===== src/rtl/result_tx_fifo.sv =====
// result_tx_fifo
// Result buffer between the summer/FSM stage and the PS-side stream adapter.
// It captures one `sum` word on each cycle in_valid is high and holds up to
// DEPTH words. Words leave first-word-fall-through on a valid/ready stream.
//
// Ports:
//   clk, rst        clock; asynchronous active-high reset
//   in_data/valid   write side (upstream sum / send_data)
//   out_data/valid  head word, forced to 0 when empty; valid = non-empty
//   out_ready       consumer takes the head when out_valid & out_ready
//   level           stored entries, 0..DEPTH
//   full/empty      level == DEPTH / level == 0
//   overflow        sticky: a write was dropped while full; cleared by clr_ovf
//   clr_ovf         synchronous overflow clear (a same-cycle drop wins)
//   result_cnt      accepted writes since reset, wraps silently
module result_tx_fifo #(
  parameter int DATA_WIDTH = 8,
  parameter int ADDR_WIDTH = 3,
  parameter int CNT_WIDTH  = 16
) (
  input  logic                  clk,
  input  logic                  rst,
  input  logic [DATA_WIDTH-1:0] in_data,
  input  logic                  in_valid,
  output logic [DATA_WIDTH-1:0] out_data,
  output logic                  out_valid,
  input  logic                  out_ready,
  output logic [ADDR_WIDTH:0]   level,
  output logic                  full,
  output logic                  empty,
  output logic                  overflow,
  input  logic                  clr_ovf,
  output logic [CNT_WIDTH-1:0]  result_cnt
);
  localparam int DEPTH = 1 << ADDR_WIDTH;
  localparam logic [ADDR_WIDTH:0] LVL_FULL = (ADDR_WIDTH+1)'(DEPTH);

  logic [DATA_WIDTH-1:0] r_mem [DEPTH];
  logic [ADDR_WIDTH-1:0] r_wr_ptr, r_rd_ptr;
  logic [ADDR_WIDTH:0]   r_level;
  logic                  r_ovf;
  logic [CNT_WIDTH-1:0]  r_cnt;

  logic w_full, w_empty, w_rd, w_wr, w_drop;

  assign w_full  = (r_level == LVL_FULL);
  assign w_empty = (r_level == '0);
  // A read frees the slot the write needs, so a full buffer can still take a
  // write when the head leaves on the same edge.
  assign w_rd    = ~w_empty & out_ready;
  assign w_wr    = in_valid & (~w_full | w_rd);
  assign w_drop  = in_valid & ~w_wr;

  // Storage is deliberately not reset; pointers define what is valid.
  always_ff @(posedge clk) begin
    if (w_wr) r_mem[r_wr_ptr] <= in_data;
  end

  always_ff @(posedge clk or posedge rst) begin
    if (rst) begin
      r_wr_ptr <= '0;
      r_rd_ptr <= '0;
      r_level  <= '0;
      r_ovf    <= 1'b0;
      r_cnt    <= '0;
    end else begin
      if (w_wr) begin
        r_wr_ptr <= r_wr_ptr + ADDR_WIDTH'(1);
        r_cnt    <= r_cnt + CNT_WIDTH'(1);
      end
      if (w_rd) r_rd_ptr <= r_rd_ptr + ADDR_WIDTH'(1);
      case ({w_wr, w_rd})
        2'b10:   r_level <= r_level + (ADDR_WIDTH+1)'(1);
        2'b01:   r_level <= r_level - (ADDR_WIDTH+1)'(1);
        default: r_level <= r_level;
      endcase
      // Set has priority over clear so a drop is never lost.
      if (w_drop)       r_ovf <= 1'b1;
      else if (clr_ovf) r_ovf <= 1'b0;
    end
  end

  assign out_valid  = ~w_empty;
  assign out_data   = w_empty ? '0 : r_mem[r_rd_ptr];
  assign level      = r_level;
  assign full       = w_full;
  assign empty      = w_empty;
  assign overflow   = r_ovf;
  assign result_cnt = r_cnt;
endmodule


===== config.mk =====
export PLATFORM = sky130hd
export DESIGN_NAME = result_tx_fifo
export DESIGN_NICKNAME = d
export VERILOG_FILES = /design/src/rtl/result_tx_fifo.sv
export SDC_FILE = /design/constraint.sdc
export NUM_CORES = 1
export LEC_CHECK = 0
export CAP_MARGIN = 10
export CORE_ASPECT_RATIO = 0.9
export CORE_UTILIZATION = 60
export CTS_CLUSTER_SIZE = 12
export DETAILED_ROUTE_END_ITERATION = 16
export PLACE_DENSITY = 0.85
export RECOVER_POWER = 50
export SLEW_MARGIN = 20
export SYNTH_ARGS = -nofsm -noshare
export SYNTH_HDL_FRONTEND = slang
export SYNTH_SLANG_ARGS = --single-unit
export TNS_END_PERCENT = 100

===== constraint.sdc =====
create_clock -name clk -period 4.2 [get_ports clk]
set_input_delay 0.42 -clock clk [delete_from_list [all_inputs] [get_ports clk]]
set_output_delay 0.42 -clock clk [all_outputs]
set_load 0.05 [all_outputs]

==> impl_metrics.env <==
export IMPL_pwr_share_clk_pct=18.5
export IMPL_yosys_area_top_type="sky130_fd_sc_hd__edfxtp_1"
export IMPL_dpl_instance_area_um2=4450
export IMPL_ys_seq_elements=91
export IMPL_route_vias_total=2174
export IMPL_timing_critical_path_cells="nor3_1 > and2_1 > clkdlybuf4s50_1"
export IMPL_syn_area_per_cell_um2=16.0
export IMPL_post_drt_wl_per_cell_um=18.8
export IMPL_grt_pass1_wl_um=11500
export IMPL_number_of_max_cap_violations=0
export IMPL_layout_nets=316
export IMPL_clock_root_buffer="sky130_fd_sc_hd__clkbuf_8"
export IMPL_firstDrtPassIters=4
export IMPL_worst_setup_path_start_kind="flip-flop"
export IMPL_synth_seq_area_share_pct=66.4
export IMPL_place_gp_congestion=0.800
export IMPL_tns_ps=0
export IMPL_postCtsSetupRepairBufs=0
export IMPL_io_pins=45
export IMPL_unrepaired_setup_endpoints_after_global_routing="no"
export IMPL_tritoncts="yes"
export IMPL_total_leakage_power_uw=0.00172
export IMPL_initial_utilization_pct=62.9
export IMPL_netlist_area_um2=3910
export IMPL_port_buffers=44
export IMPL_postSynthNetCount=264
export IMPL_area_growth_synth_to_final_pct=18.2
export IMPL_skew_ps=7.94
export IMPL_cp_data_arrival_time_ps=2770
export IMPL_clk_pin_slew_ps=80
export IMPL_cts_buffers=9
export IMPL_synthDistinctLibCells=44
export IMPL_worst_hold_slack_ps=487
export IMPL_slowest_stage="sky130_fd_sc_hd__nor3_1"
export IMPL_yosys_cell_count_top_type="sky130_fd_sc_hd__edfxtp_1"
export IMPL_min_delay_path_class="flip-flop to flip-flop"
export IMPL_ys_top_cells_by_count="sky130_fd_sc_hd__edfxtp_1, sky130_fd_sc_hd__dfrtp_1, sky130_fd_sc_hd__nand2_1"
export IMPL_synth_yosys_warnings=0
export IMPL_drv_slew=0
export IMPL_relSlewSlack_pct=4.23
export IMPL_floorplan_die_area_um2=6840
export IMPL_antenna_cells=0
export IMPL_critPathBufInv=1
export IMPL_switching_share_pct=39.8
export IMPL_seq_power_share_pct=39.3
export IMPL_period_needed_ps=3190
export IMPL_hold_fix_buffer_count_after_cts=0
export IMPL_maxClockFrequency_mhz=313
export IMPL_async_reset_ff_share_pct=29.7
export IMPL_critical_path_max_fanout=11
export IMPL_count_of_routing_violations_after_the_opening_detailed_route_iteration=126
export IMPL_drt_drc_violations_left=0
export IMPL_grt_overflow_total=0
export IMPL_post_synth_inst_count=245
export IMPL_drt_vias_per_instance=5.59
export IMPL_combPwrFrac_pct=42.2
export IMPL_reg2reg_slack_ps=1260
export IMPL_cp_slowest_stage_delay_ps=950
export IMPL_number_of_flops_mapped_to_enable_cells_by_yosys=64
export IMPL_drive_above_1_share_pct=13.9
export IMPL_path_class="flip-flop to output pin"
export IMPL_cp_required_ps=3780
export IMPL_antenna_found_initial=0
export IMPL_die_w_um=87.1
export IMPL_switchingPower_uw=1360
export IMPL_design_area_final_um2=4620
export IMPL_rows=27
export IMPL_setup_worst_path_end_class="output pin"
export IMPL_global_route_usage_total_pct=23.6
export IMPL_power_ir_vdd_worst_uv=530
export IMPL_power_density_nw_per_um2=741
export IMPL_internal_power_uw=2060
export IMPL_dp_hpwl_um=4700
export IMPL_timing_final_hold_violations=0
export IMPL_grt_max_degree=28
export IMPL_total_routed_wirelength_um=7310
export IMPL_clock_latency_ps=350
export IMPL_ant_nets=0
export IMPL_dieHeight_um=78.6
export IMPL_clock_sink_count=91
export IMPL_post_cts_resized_instances=0
export IMPL_status="finished clean"
export IMPL_htree_levels=3
export IMPL_synthTopCellsByArea="sky130_fd_sc_hd__edfxtp_1, sky130_fd_sc_hd__dfrtp_1, sky130_fd_sc_hd__mux4_2, sky130_fd_sc_hd__xnor2_1, sky130_fd_sc_hd__mux2i_1"
export IMPL_grt_pass1_vias=2180
export IMPL_fin_crit_sh_pct=76.0
export IMPL_synth_top_cell_area_share_pct=49.2
export IMPL_report_final_setup_viol=0
export IMPL_synth_ff_type="sky130_fd_sc_hd__edfxtp_1"
export IMPL_path_delay_family="simple AND/OR/NAND/NOR gates"
export IMPL_worst_slew_pin_transition_ps=1400
export IMPL_coreArea_um2=6220
export IMPL_cts_buffer_depth=2
[routing by layer]
metal	part of all wire, %	wire length (um)	GRT usage [%]	vias up
li1	-	-	-	1019
met3	6.2	450	4.52	4
met2	49	3550	35.6	69
met5	0	0	0	-
met1	45	3250	34.2	1082
met4	0.70	51	10.0	0
[cell type report]
cell class / count / area (um2)
Multi-Input combinational cell: 138 / 1170
Timing Repair Buffer: 50 / 485
Inverter: 7 / 38.8
Clock inverter: 6 / 87.6
Sequential cell: 91 / 2600
Fill cell: 400 / 1600
Clock buffer: 10 / 128
Tap cell: 87 / 109
[per-stage QoR]
stage	worst slack [ps]	utilization [%]	instances	power (uW)
floorplan	1240	-	245	2390
global placement	1240	71.6	373	2800
detailed placement	1130	71.6	373	2820
CTS	1060	75.0	389	3460
global route	873	74.3	389	3580
finish	1010	74.3	389	3420
[state kept, by name, summed over array words and instances (netlist names)]
register,count
level,4
result_cnt,16
overflow,1
r_wr_ptr,3
r_rd_ptr,3
r_mem,64
[power by group through the flow]
stage	clock, uW	combinational, uW	sequential [uW]
2_1_floorplan	0	951	1440
3_3_place_gp	0	1450	1350
3_5_place_dp	0	1470	1360
4_1_cts	640	1470	1340
5_1_grt	677	1530	1370
6_report	635	1450	1340
[layout by cell type (no fill, tap or decap), types with 3 or more instances in the layout]
cell                              synthesis  layout
sky130_fd_sc_hd__nand3_1                  6       6
sky130_fd_sc_hd__mux2i_1                  9       9
sky130_fd_sc_hd__nor2_1                  16      16
sky130_fd_sc_hd__nand2_1                 18      19
sky130_fd_sc_hd__inv_1                    6       6
sky130_fd_sc_hd__dlygate4sd3_1            0      10
sky130_fd_sc_hd__edfxtp_1                64      64
sky130_fd_sc_hd__a21oi_1                  5       6
sky130_fd_sc_hd__clkdlybuf4s50_1          0      34
sky130_fd_sc_hd__mux4_2                  16      16
sky130_fd_sc_hd__xnor2_1                 14      14
sky130_fd_sc_hd__nor3_1                   8       9
sky130_fd_sc_hd__nand2b_1                 5       5
sky130_fd_sc_hd__xor2_1                   6       6
sky130_fd_sc_hd__ha_1                     5       5
sky130_fd_sc_hd__buf_4                    3       6
sky130_fd_sc_hd__nand4_1                  3       3
sky130_fd_sc_hd__a21o_1                   3       3
sky130_fd_sc_hd__dfrtp_1                 27      27
sky130_fd_sc_hd__clkbuf_8                 0       9
[cells by family (layout without fill, tap and decap cells)]
group,count (synthesis),count (layout),share of synthesized area (%)
DFF,91,91,66.4
buffers and inverters,16,73,2.43
AOI/OAI and AO/OA,18,18,3.78
muxes,28,28,12.4
and+or+nand+nor,66,66,8.38
adders and majority gates,6,6,2.11
xor gates and xnor gates,20,20,4.48
[worst paths after layout]
path	startpoint	endpoint	cells past startpoint
max	level[0]	full	3
max in group asynchronous	rst	result_cnt[6]	2
min	result_cnt[15]	result_cnt[15]	1
max reg2reg	level[0]	level[3]	8
min reg2reg	result_cnt[15]	result_cnt[15]	1
min in group asynchronous	rst	level[0]	2
No activity file was read; power rests on OpenSTA's default activity.
